<file path="src/rtl/toeplitz_seq_pkg.sv">
// -----------------------------------------------------------------------------
// toeplitz_pkg
// Shared definitions for the Toeplitz extractor sequencer:
//   - controller state encoding
//   - default geometry (N, L, STRIDE, SW) and the constants derived from it
//   - helper for sizing counters
// -----------------------------------------------------------------------------
package toeplitz_pkg;

    // Controller states
    typedef enum logic [2:0] {
        IDLE = 3'd0,
        LOAD = 3'd1,
        ARM  = 3'd2,
        RUN  = 3'd3,
        OUT  = 3'd4
    } state_e;

    // Default geometry
    localparam int N_DEF      = 256;
    localparam int L_DEF      = 128;
    localparam int STRIDE_DEF = 1;
    localparam int SW_DEF     = 64;

    // Derived constants for the default geometry
    localparam int BEATS      = N_DEF / STRIDE_DEF;
    localparam int SEED_WORDS = (N_DEF + L_DEF) / SW_DEF;

    // Width of a counter that must hold values 0..n-1 (at least one bit)
    function automatic int cnt_width(input int n);
        if (n <= 1) begin
            return 1;
        end else begin
            return $clog2(n);
        end
    endfunction

endpackage

</file>
<file path="src/rtl/toeplitz_seq_if.sv">
// -----------------------------------------------------------------------------
// toeplitz_seq_if
// Bundles the three streams of the sequencer (seed words, raw beats, hashed
// output) together with the generator control/seed signals.
//   slave  : the sequencer (toeplitz_seq)
//   master : the environment (seed source, raw source, generators, sink)
// Signals:
//   seed_data/seed_valid/seed_ready  seed word stream (SW bits)
//   rrow0/col0                       seed row/column to the generators
//   gen_restart/gen_en               generator reload pulse / step enable
//   cols                             STRIDE generator columns, L bits each
//   in_data/in_valid/in_ready        raw beat stream (STRIDE bits)
//   out_data/out_valid/out_ready     hashed word stream (L bits)
//   busy                             controller not idle
// -----------------------------------------------------------------------------
interface toeplitz_seq_if
    import toeplitz_pkg::*;
#(
    parameter int N      = N_DEF,
    parameter int L      = L_DEF,
    parameter int STRIDE = STRIDE_DEF,
    parameter int SW     = SW_DEF
);
    logic [SW-1:0]       seed_data;
    logic                seed_valid;
    logic                seed_ready;
    logic [N-1:0]        rrow0;
    logic [L-1:0]        col0;
    logic                gen_restart;
    logic                gen_en;
    logic [STRIDE*L-1:0] cols;
    logic [STRIDE-1:0]   in_data;
    logic                in_valid;
    logic                in_ready;
    logic [L-1:0]        out_data;
    logic                out_valid;
    logic                out_ready;
    logic                busy;

    modport slave (
        input  seed_data, seed_valid, cols, in_data, in_valid, out_ready,
        output seed_ready, rrow0, col0, gen_restart, gen_en, in_ready,
               out_data, out_valid, busy
    );

    modport master (
        output seed_data, seed_valid, cols, in_data, in_valid, out_ready,
        input  seed_ready, rrow0, col0, gen_restart, gen_en, in_ready,
               out_data, out_valid, busy
    );
endinterface

</file>
<file path="src/rtl/toeplitz_seq_acc.sv">
// -----------------------------------------------------------------------------
// toeplitz_acc
// L-bit XOR accumulator. Each enabled cycle folds in every generator column
// whose paired raw bit is 1. clr has priority over en and forces zero.
// Ports:
//   clk, rst_n   clock, asynchronous active-low reset
//   clr          synchronous clear
//   en           accumulate this cycle
//   cols         STRIDE columns, slice k = cols[k*L +: L]
//   bits         raw bits, bit k masks slice k
//   acc_q        accumulator register
//   acc_nxt      acc_q with this cycle's contribution (combinational)
// -----------------------------------------------------------------------------
module toeplitz_acc
    import toeplitz_pkg::*;
#(
    parameter int L      = L_DEF,
    parameter int STRIDE = STRIDE_DEF
) (
    input  logic                clk,
    input  logic                rst_n,
    input  logic                clr,
    input  logic                en,
    input  logic [STRIDE*L-1:0] cols,
    input  logic [STRIDE-1:0]   bits,
    output logic [L-1:0]        acc_q,
    output logic [L-1:0]        acc_nxt
);
    logic [L-1:0] red_s;
    logic [L-1:0] acc_d;

    // Masked XOR-reduce of the selected columns
    always_comb begin
        red_s = '0;
        for (int k = 0; k < STRIDE; k++) begin
            red_s = red_s ^ (cols[k*L +: L] & {L{bits[k]}});
        end
        acc_nxt = acc_q ^ red_s;
    end

    // Next accumulator value: clear wins over accumulate
    always_comb begin
        if (clr) begin
            acc_d = '0;
        end else if (en) begin
            acc_d = acc_nxt;
        end else begin
            acc_d = acc_q;
        end
    end

    // Accumulator register
    always_ff @(posedge clk or negedge rst_n) begin
        if (!rst_n) begin
            acc_q <= '0;
        end else begin
            acc_q <= acc_d;
        end
    end
endmodule

</file>
<file path="src/rtl/toeplitz_seq.sv">
// -----------------------------------------------------------------------------
// toeplitz_seq
// Sequencer/accumulator for the Toeplitz extractor column generators.
//   IDLE/LOAD : shift (N+L)/SW seed words into seed_reg (first word ends up
//               in the least significant word)
//   ARM       : one-cycle gen_restart, clears accumulator and beat counter
//   RUN       : one generator step per accepted raw beat, XOR-accumulate;
//               after N/STRIDE beats the result is presented on out_*
//   OUT       : wait for out_ready
// Ports:
//   clk        clock
//   reset      asynchronous active-low reset
//   bus        toeplitz_seq_if.slave (seed, raw and output streams plus
//              generator seed/control)
// Build option:
//   TOEPLITZ_SEQ_DBUF_EN  adds an output holding register so the next block
//                         accumulates while the previous result waits; the
//                         controller only stalls in OUT if a second block
//                         completes before the first was taken.
// Geometry requires N % STRIDE == 0, (N+L) % SW == 0 and at least two seed
// words.
// -----------------------------------------------------------------------------
module toeplitz_seq
    import toeplitz_pkg::*;
#(
    parameter int N      = N_DEF,
    parameter int L      = L_DEF,
    parameter int STRIDE = STRIDE_DEF,
    parameter int SW     = SW_DEF
) (
    input  logic           clk,
    input  logic           reset,
    toeplitz_seq_if.slave  bus
);
    localparam int NBEATS = N / STRIDE;
    localparam int NWORDS = (N + L) / SW;
    localparam int BW     = cnt_width(NBEATS);
    localparam int WW     = cnt_width(NWORDS);
    localparam logic [BW-1:0] LAST_BEAT = BW'(NBEATS - 1);
    localparam logic [WW-1:0] LAST_WORD = WW'(NWORDS - 1);

    state_e         state_q, state_d;
    logic [N+L-1:0] seed_q, seed_d;
    logic [WW-1:0]  word_cnt_q, word_cnt_d;
    logic [BW-1:0]  beat_cnt_q, beat_cnt_d;
    logic [L-1:0]   out_data_q, out_data_d;
    logic           out_valid_q, out_valid_d;

    logic [L-1:0]   acc_q_s;
    logic [L-1:0]   acc_nxt_s;
    logic           acc_clr_s;
    logic           seed_ready_s;
    logic           in_ready_s;
    logic           gen_restart_s;
    logic           seed_fire_s;
    logic           beat_fire_s;
    logic           out_fire_s;
    logic [N+L-1:0] seed_shift_s;

    // New words enter at the top so the first word drifts down to bit 0
    assign seed_shift_s = {bus.seed_data, seed_q[N+L-1:SW]};

    assign seed_fire_s = bus.seed_valid & seed_ready_s;
    assign beat_fire_s = bus.in_valid & in_ready_s;
    assign out_fire_s  = out_valid_q & bus.out_ready;

    // Handshake readiness and generator reload decoded from the state
    always_comb begin
        seed_ready_s  = 1'b0;
        in_ready_s    = 1'b0;
        gen_restart_s = 1'b0;
        case (state_q)
            IDLE, LOAD: begin
                seed_ready_s = 1'b1;
            end
            ARM: begin
                gen_restart_s = 1'b1;
            end
            RUN: begin
                // A reseed is only possible on a block boundary; when a seed
                // word is offered there it takes precedence over raw data.
                seed_ready_s = (beat_cnt_q == '0);
                in_ready_s   = ~(seed_ready_s & bus.seed_valid);
            end
            OUT: begin
                in_ready_s = 1'b0;
            end
            default: begin
                seed_ready_s = 1'b0;
            end
        endcase
    end

    // Next-state and datapath control
    always_comb begin
        state_d    = state_q;
        seed_d     = seed_q;
        word_cnt_d = word_cnt_q;
        beat_cnt_d = beat_cnt_q;
        out_data_d = out_data_q;
        acc_clr_s  = 1'b0;
        if (out_fire_s) begin
            out_valid_d = 1'b0;
        end else begin
            out_valid_d = out_valid_q;
        end

        case (state_q)
            IDLE: begin
                if (seed_fire_s) begin
                    seed_d     = seed_shift_s;
                    word_cnt_d = WW'(1'b1);
                    state_d    = LOAD;
                end else begin
                    state_d = IDLE;
                end
            end
            LOAD: begin
                if (seed_fire_s) begin
                    seed_d = seed_shift_s;
                    if (word_cnt_q == LAST_WORD) begin
                        word_cnt_d = '0;
                        state_d    = ARM;
                    end else begin
                        word_cnt_d = word_cnt_q + WW'(1'b1);
                    end
                end else begin
                    state_d = LOAD;
                end
            end
            ARM: begin
                acc_clr_s  = 1'b1;
                beat_cnt_d = '0;
                state_d    = RUN;
            end
            RUN: begin
                if (seed_fire_s) begin
                    seed_d     = seed_shift_s;
                    word_cnt_d = WW'(1'b1);
                    state_d    = LOAD;
                end else if (beat_fire_s) begin
                    if (beat_cnt_q == LAST_BEAT) begin
                        beat_cnt_d = '0;
`ifdef TOEPLITZ_SEQ_DBUF_EN
                        if (!out_valid_q || bus.out_ready) begin
                            out_data_d  = acc_nxt_s;
                            out_valid_d = 1'b1;
                            acc_clr_s   = 1'b1;
                        end else begin
                            // Holding register still occupied: keep the
                            // finished block in the accumulator and stall.
                            state_d = OUT;
                        end
`else
                        out_data_d  = acc_nxt_s;
                        out_valid_d = 1'b1;
                        acc_clr_s   = 1'b1;
                        state_d     = OUT;
`endif
                    end else begin
                        beat_cnt_d = beat_cnt_q + BW'(1'b1);
                    end
                end else begin
                    state_d = RUN;
                end
            end
            OUT: begin
                if (out_fire_s) begin
`ifdef TOEPLITZ_SEQ_DBUF_EN
                    out_data_d  = acc_q_s;
                    out_valid_d = 1'b1;
                    acc_clr_s   = 1'b1;
`endif
                    state_d = RUN;
                end else begin
                    state_d = OUT;
                end
            end
            default: begin
                state_d = IDLE;
            end
        endcase
    end

    // Controller registers
    always_ff @(posedge clk or negedge reset) begin
        if (!reset) begin
            state_q     <= IDLE;
            seed_q      <= '0;
            word_cnt_q  <= '0;
            beat_cnt_q  <= '0;
            out_data_q  <= '0;
            out_valid_q <= 1'b0;
        end else begin
            state_q     <= state_d;
            seed_q      <= seed_d;
            word_cnt_q  <= word_cnt_d;
            beat_cnt_q  <= beat_cnt_d;
            out_data_q  <= out_data_d;
            out_valid_q <= out_valid_d;
        end
    end

    toeplitz_acc #(
        .L      (L),
        .STRIDE (STRIDE)
    ) u_acc (
        .clk     (clk),
        .rst_n   (reset),
        .clr     (acc_clr_s),
        .en      (beat_fire_s),
        .cols    (bus.cols),
        .bits    (bus.in_data),
        .acc_q   (acc_q_s),
        .acc_nxt (acc_nxt_s)
    );

    assign bus.seed_ready  = seed_ready_s;
    assign bus.in_ready    = in_ready_s;
    assign bus.gen_restart = gen_restart_s;
    // Generators step exactly on accepted beats
    assign bus.gen_en      = beat_fire_s;
    assign bus.busy        = (state_q != IDLE);
    assign bus.rrow0       = seed_q[N+L-1:L];
    assign bus.col0        = seed_q[L-1:0];
    assign bus.out_data    = out_data_q;
    assign bus.out_valid   = out_valid_q;
endmodule

</file>
<file path="src/flat_wrapper.sv">
// flat-port wrapper written by rule: the top's interface ports become plain ports
module toeplitz_seq_flat import toeplitz_pkg::*;
#(
    parameter int N      = N_DEF,
    parameter int L      = L_DEF,
    parameter int STRIDE = STRIDE_DEF,
    parameter int SW     = SW_DEF
)
  (clk, reset, bus_seed_data, bus_seed_valid, bus_cols, bus_in_data, bus_in_valid, bus_out_ready, bus_seed_ready, bus_rrow0, bus_col0, bus_gen_restart, bus_gen_en, bus_in_ready, bus_out_data, bus_out_valid, bus_busy);
  toeplitz_seq_if #(.N(N), .L(L), .STRIDE(STRIDE), .SW(SW)) bus_i ();
  input  logic clk;
  input  logic reset;
  input wire logic [$bits(bus_i.seed_data)-1:0] bus_seed_data;
  input wire logic [$bits(bus_i.seed_valid)-1:0] bus_seed_valid;
  input wire logic [$bits(bus_i.cols)-1:0] bus_cols;
  input wire logic [$bits(bus_i.in_data)-1:0] bus_in_data;
  input wire logic [$bits(bus_i.in_valid)-1:0] bus_in_valid;
  input wire logic [$bits(bus_i.out_ready)-1:0] bus_out_ready;
  output wire logic [$bits(bus_i.seed_ready)-1:0] bus_seed_ready;
  output wire logic [$bits(bus_i.rrow0)-1:0] bus_rrow0;
  output wire logic [$bits(bus_i.col0)-1:0] bus_col0;
  output wire logic [$bits(bus_i.gen_restart)-1:0] bus_gen_restart;
  output wire logic [$bits(bus_i.gen_en)-1:0] bus_gen_en;
  output wire logic [$bits(bus_i.in_ready)-1:0] bus_in_ready;
  output wire logic [$bits(bus_i.out_data)-1:0] bus_out_data;
  output wire logic [$bits(bus_i.out_valid)-1:0] bus_out_valid;
  output wire logic [$bits(bus_i.busy)-1:0] bus_busy;
  assign bus_i.seed_data = bus_seed_data;
  assign bus_i.seed_valid = bus_seed_valid;
  assign bus_i.cols = bus_cols;
  assign bus_i.in_data = bus_in_data;
  assign bus_i.in_valid = bus_in_valid;
  assign bus_i.out_ready = bus_out_ready;
  assign bus_seed_ready = bus_i.seed_ready;
  assign bus_rrow0 = bus_i.rrow0;
  assign bus_col0 = bus_i.col0;
  assign bus_gen_restart = bus_i.gen_restart;
  assign bus_gen_en = bus_i.gen_en;
  assign bus_in_ready = bus_i.in_ready;
  assign bus_out_data = bus_i.out_data;
  assign bus_out_valid = bus_i.out_valid;
  assign bus_busy = bus_i.busy;
  toeplitz_seq #(.N(N), .L(L), .STRIDE(STRIDE), .SW(SW)) u_core (.clk(clk), .reset(reset), .bus(bus_i));
endmodule
</file>
<file path="config.mk">
export PLATFORM = sky130hd
export DESIGN_NAME = toeplitz_seq_flat
export DESIGN_NICKNAME = d
export VERILOG_FILES = /design/src/rtl/toeplitz_seq_pkg.sv /design/src/rtl/toeplitz_seq_if.sv /design/src/rtl/toeplitz_seq_acc.sv /design/src/rtl/toeplitz_seq.sv /design/src/flat_wrapper.sv
export SDC_FILE = /design/constraint.sdc
export NUM_CORES = 1
export LEC_CHECK = 0
export CAP_MARGIN = 10
export CORE_AREA = 2 2 278 280
export CTS_CLUSTER_DIAMETER = 50
export DETAILED_ROUTE_END_ITERATION = 8
export DIE_AREA = 0 0 280 282
export PLACE_DENSITY = 0.62
export SLEW_MARGIN = 0
export SYNTH_ARGS = -nofsm -noshare
export SYNTH_HDL_FRONTEND = slang
export SYNTH_SLANG_ARGS = --single-unit
</file>
<file path="constraint.sdc">
create_clock -name clk -period 2.2 [get_ports clk]
set_input_delay 0.44 -clock clk [delete_from_list [all_inputs] [get_ports clk]]
set_output_delay 0.44 -clock clk [all_outputs]
set_load 0.005 [all_outputs]
</file>
# Word level (Yosys, flattened, before mapping)

Cells that the tools add are included.

Add/subtract/negate cells: 2
Eq/ne operators: 12
Muxes and demuxes: 30
Bitwise operators: 8
Reductions and logical operators: 14

Operator list:

| kind                  | count |
|---|---|
| $mux W128             | 2 |
| $and A128 B128 Y128   | 1 |
| $xor A128 B128 Y128   | 1 |
| $mux W3               | 9 |
| $mux W8               | 3 |
| $pmux W8 S2           | 1 |
| $pmux W3 S5           | 1 |
| $mux W1               | 11 |
| $add A8 B1 Y8 const B | 1 |
| $eq A8 B8 Y1 const B  | 1 |
| $logic_not A8 Y1      | 1 |
| $eq A3 B2 Y1 const B  | 2 |
| $eq A3 B3 Y1 const B  | 2 |
| $pmux W3 S2           | 1 |
| $reduce_and A3 Y1     | 2 |
| $reduce_bool A2 Y1    | 3 |
| $and A1 B1 Y1         | 4 |
| $ne A2 B1 Y1 const B  | 2 |
| $ne A2 B2 Y1 const B  | 2 |
| $ne A4 B2 Y1 const B  | 1 |
| $pmux W1 S2           | 2 |
| $reduce_and A2 Y1     | 2 |
| $reduce_and A4 Y1     | 1 |
| $reduce_or A2 Y1      | 2 |
| 7 further kinds       | 8 |

Bits in registers: 655
Bits of input ports: 198
Output and inout port bits: 518

# Depth between registers and ports, before layout

Gate-level depths: netlist of the first run.

Depth after elaboration: 9
Gate-level depth with buffers: 9
Depth with buffers taken out: 6

# By module

A second synthesis of the first run with hierarchy kept.

Cells, all modules: 2153
Area, all modules: 29970.0 um^2

Modules (own cells, without submodules):

| module       | times used | cells each | area each (um^2) | sequential area each (um^2) |
|---|---|---|---|---|
| toeplitz_seq | 1          | 1187       | 21439.3          | 13187.6 |
| toeplitz_acc | 1          | 966        | 8530.7           | 3203.1 |

# Worst setup path after synthesis of the first run

Ideal clock, no wire load.

Path kind: register -> register
Start point: reg u_core.beat_cnt_q[0]
End point: reg u_core.out_data_q[118], in the netlist u_core.bus.out_data[118]
Library setup time: 0.125 ns
Arrival: 2.127 ns
Path slack: -0.052 ns
Stages on the path, launching flop included: 10
Cell sequence: dfrtp_1 -> inv_1 -> ha_1 -> nor4bb_1 -> clkbuf_1 -> a21oi_2 -> and2_1 -> buf_2 -> buf_4 -> mux2_2

Cells in the longest elaborated chain, start to end: 6

RTL lines:

| what                               | RTL line            | text |
|---|---|---|
| from (decl)                        | toeplitz_seq.sv:45  | `logic [BW-1:0] beat_cnt_q, beat_cnt_d;` |
| from (signal assigned)             | toeplitz_seq.sv:198 | `beat_cnt_q <= beat_cnt_d;` |
| $logic_not A8 Y1                   | toeplitz_seq.sv:82  | `seed_ready_s = (beat_cnt_q == '0);` |
| $and A1 B1 Y1                      | toeplitz_seq.sv:83  | `in_ready_s = ~(seed_ready_s & bus.seed_valid);` |
| $not A1 Y1                         | toeplitz_seq.sv:83  |  |
| $mux W1                            | toeplitz_seq.sv:72  | `case (state_q)` |
| $and A1 B1 Y1                      | toeplitz_seq.sv:64  | `assign beat_fire_s = bus.in_valid & in_ready_s;` |
| named net bus_gen_en               | flat_wrapper.sv:23  | `output wire logic [$bits(bus_i.gen_en)-1:0] bus_gen_en;` |
| $reduce_and A4 Y1 (no source line) | n/a                 |  |
| to (signal assigned)               | toeplitz_seq.sv:199 | `out_data_q <= out_data_d;` |
| to (decl)                          | toeplitz_seq.sv:46  | `logic [L-1:0] out_data_q, out_data_d;` |

The timed path passes the listed nets, and every way through them passes these cells.
A chain may end at the register's enable or synchronous reset.

# Worst setup path in the final report of the first run

Start point: reg u_core.beat_cnt_q[5]
End point: reg u_core.seed_q[47]

Cells in the longest elaborated chain, start to end: 4

RTL lines:

| what                               | RTL line            | text |
|---|---|---|
| $logic_not A8 Y1                   | toeplitz_seq.sv:82  |  |
| $pmux W1 S2                        | toeplitz_seq.sv:72  |  |
| $and A1 B1 Y1                      | toeplitz_seq.sv:63  | `assign seed_fire_s = bus.seed_valid & seed_ready_s;` |
| $reduce_and A2 Y1 (no source line) | n/a                 |  |
| to (signal assigned)               | toeplitz_seq.sv:189 | `seed_q <= '0;` |
| to (signal assigned)               | toeplitz_seq.sv:196 | `seed_q <= seed_d;` |
| to (decl)                          | toeplitz_seq.sv:43  | `logic [N+L-1:0] seed_q, seed_d;` |

No other way between the ends.

==> results of run 1 <==
-- flip-flops by register name, indices dropped and copies added (netlist names) --
register / flops
u_core.bus.out_valid: 1
u_core.u_acc.acc_q: 128
u_core.word_cnt_q: 3
u_core.state_q: 3
u_core.bus.out_data: 128
u_core.seed_q: 384
u_core.beat_cnt_q: 8
-- final cells by class --
cell class,instances,share of cell area [%]
Sequential cell,655,39.3
Multi-Input combinational cell,1243,26.7
Timing Repair Buffer,894,24.0
Clock buffer,108,5.47
Tap cell,978,2.93
Clock inverter,46,1.55
Antenna cell,11,0.0660
Inverter,6,0.0540
-- power by group through the flow --
stage / logic, mW / clock network [mW] / registers, mW
after floorplan: 7.80 / 0 / 20.0
after global placement: 19.1 / 0 / 20.6
after detailed placement: 19.4 / 0 / 20.9
after CTS: 20.7 / 14.6 / 20.8
after global routing: 23.2 / 15.1 / 21.5
final: 21.8 / 14.2 / 20.9
-- placed cells by master (no fill, tap or decap), drive strengths merged, types with 17 or more instances in the layout --
cell | synthesis | routed
nand2 | 140 | 140
clkdlybuf4s50 | 0 | 708
mux2 | 512 | 512
xnor2 | 257 | 257
buf | 60 | 167
clkbuf | 74 | 125
nor2 | 138 | 138
a211oi | 130 | 130
inv | 6 | 18
dfrtp | 655 | 655
clkinv | 0 | 17
-- worst max-delay path by stage --
| stage | startpoint | to | slack [ns] |
|---|---|---|---|
| floorplan | u_core.beat_cnt_q[0] | u_core.bus.out_data[118] | 0.001 |
| global placement | bus_seed_valid | u_core.bus.out_data[65] | -0.54 |
| detailed placement | bus_seed_valid | u_core.bus.out_data[85] | -0.56 |
| CTS | u_core.beat_cnt_q[7] | bus_seed_ready | -0.17 |
| global route | u_core.beat_cnt_q[1] | bus_gen_en | -0.20 |
| finish | u_core.beat_cnt_q[5] | u_core.seed_q[47] | -0.13 |
-- cells by family after synthesis --
logic type | count (synthesis) | share of synthesized area (%)
compound gates | 155 | 4.16
flops | 655 | 59.1
fa+ha+maj | 2 | 0.0903
xor+xnor | 259 | 8.18
simple gates | 315 | 4.68
mux | 512 | 20.8
buf+inv | 140 | 2.94
-- layer usage --
| metal | vias up | wire [um] | GRT usage, % | part of all wire (%) |
|---|---|---|---|---|
| met5 | - | 111 | 0 | 0.12 |
| met4 | 18 | 2640 | 6.95 | 2.9 |
| met3 | 159 | 7240 | 7.26 | 8.0 |
| met2 | 626 | 43800 | 36.6 | 48 |
| met1 | 10000 | 36500 | 26.9 | 40 |
| li1 | 8768 | - | - | - |
-- metrics by stage --
stage / worst slack [ns] / area, um2 / cells
3_3_place_gp: -0.536 / 36700 / 3712
6_report: -0.127 / 41700 / 3941
5_1_grt: -0.203 / 41700 / 3935
4_1_cts: -0.166 / 40700 / 3905
2_1_floorplan: 0.00139 / 27700 / 2038
3_5_place_dp: -0.556 / 36700 / 3712
-- what timing repair did --
| item | CTS | global route |
|---|---|---|
| hold buffers | 1 | 0 |
| gates resized for setup | 130 | 122 |
| gates cloned | 16 | 20 |
| hold endpoints to repair | 34 | 0 |
| setup endpoints to repair | 368 | 584 |
| setup buffers | 23 | 7 |
| pin swaps | 7 | 6 |
-- critical path, cell delays in order (launching register included) --
cell     delay (ns)
dfrtp_1        0.40
nor4_4         0.36
a41oi_2        0.19
buf_4          0.18
or2_4          0.23
buf_12         0.16
buf_16         0.18
buf_4          0.16
mux2_1         0.32
==> impl_metrics.env, run 1 <==
export IMPL_wire_per_inst_um=22.9
export IMPL_core_area_mm2=0.0757
export IMPL_fin_crit_ns=2.33
export IMPL_synth_top_area_share_pct=59.1
export IMPL_tns_ns=-22.19
export IMPL_async_flop_share_pct=100
export IMPL_synth_seq_area_share_pct=59.1
export IMPL_cts_path_max_buffers=3
export IMPL_cp_max_fo=11
export IMPL_comb_power_share_pct=38.2
export IMPL_worst_endpoint_required_ns=2.69
export IMPL_cts_inserted_buffers=84
export IMPL_r2r_cells=8
export IMPL_synth_largest_area_cell="dfrtp_1"
export IMPL_io_buffers=715
export IMPL_grt_usage_pct=22.0
export IMPL_die_h_um=282
export IMPL_nNetsFinal=3084
export IMPL_n_fill_cell=6107
export IMPL_endpoint_kind="flip-flop"
export IMPL_hpwl_mm=63.1
export IMPL_fin_crit_sh_pct=106
export IMPL_grt_pass1_wl_mm=132
export IMPL_synth_seq_cells=655
export IMPL_gp_congestion=0.845
export IMPL_grt_pass1_vias=20800
export IMPL_slew_viol_final=0
export IMPL_row_count=101
export IMPL_num_io_pins=716
export IMPL_pwr_share_clk_pct=25.0
export IMPL_setup_slack_ns=-0.127
export IMPL_grt_overflow=0
export IMPL_critical_path_class="flip-flop to flip-flop"
export IMPL_power_switching_mw=18.1
export IMPL_fin_hold_ws_ns=0.340
export IMPL_status="finished with violations"
export IMPL_dieArea_mm2=0.0790
export IMPL_synthTopCellsByCount="655 x dfrtp_1, 300 x mux2_1, 257 x xnor2_1, 212 x mux2_2, 140 x nand2_1"
export IMPL_htreeDepth=3
export IMPL_syn_nets=2238
export IMPL_die_w_um=280
export IMPL_drive_gt1_share_pct=22.5
export IMPL_register_area_mm2=0.0164
export IMPL_setup_viol=381
export IMPL_drt_iter0_drc=775
export IMPL_dr_pass1_iters=5
export IMPL_synth_area_leaders="dfrtp_1 59%, mux2_1 12%, mux2_2 8.6%"
export IMPL_drtAntennaViolNets=0
export IMPL_initial_utilization_pct=36.6
export IMPL_cts_sinks=655
export IMPL_multi_input_area_mm2=0.0111
export IMPL_postSynthAreaPerCell_um2=13.6
export IMPL_finClkSkew_ns=0.0327
export IMPL_r2r_end="u_core.seed_q[47]"
export IMPL_hold_violations=0
export IMPL_cts_root_buf="clkbuf_16"
export IMPL_synth_distinct_cells=44
export IMPL_vias=19600
export IMPL_post_route_util_pct=55.1
export IMPL_vdd_drop_max_uv=608
export IMPL_grt_max_degree=87
export IMPL_worstPathArrival_ns=2.82
export IMPL_relSlewSlack_pct=64.9
export IMPL_critPathLaunchType="flip-flop"
export IMPL_rr_startpoint="u_core.beat_cnt_q[5]"
export IMPL_clk_latency_ns=0.64
export IMPL_cts_tree="yes"
export IMPL_synthCells=2038
export IMPL_synth_edf_count=0
export IMPL_intPower_mw=38.7
export IMPL_fmax_ghz=0.430
export IMPL_wl_mm=90.3
export IMPL_worstMarginPinSlew_ns=0.526
export IMPL_route_detailed_drc=0
export IMPL_drv_cap=0
export IMPL_ys_flop_type="dfrtp_1"
export IMPL_rsz0062_at_grt="yes"
export IMPL_path_clk_slew_ns=0.06
export IMPL_viasPerCell=4.97
export IMPL_area_growth_pct=50.5
export IMPL_power_density_mw_per_mm2=1360
export IMPL_reg2reg_slack_ns=-0.13
export IMPL_synth_warnings=0
export IMPL_power_share_sequential_pct=36.8
export IMPL_syn_area_mm2=0.0277
export IMPL_hold_class="input port to asynchronous set/reset pin"
export IMPL_yosysMostFrequentCell="dfrtp_1"
export IMPL_antenna_found_initial=20
export IMPL_violations="negative setup slack"
export IMPL_finalPower_mw=56.9
export IMPL_switching_share_pct=31.9
export IMPL_p_leak_nw=17.9
No activity file was read; power rests on OpenSTA's default activity.
==> run 2, diff against run 1 <==
CAP_MARGIN = not set   (was 10)
==> results of run 2 <==
Final layout, timing and power as in run 1 (identical DEF).
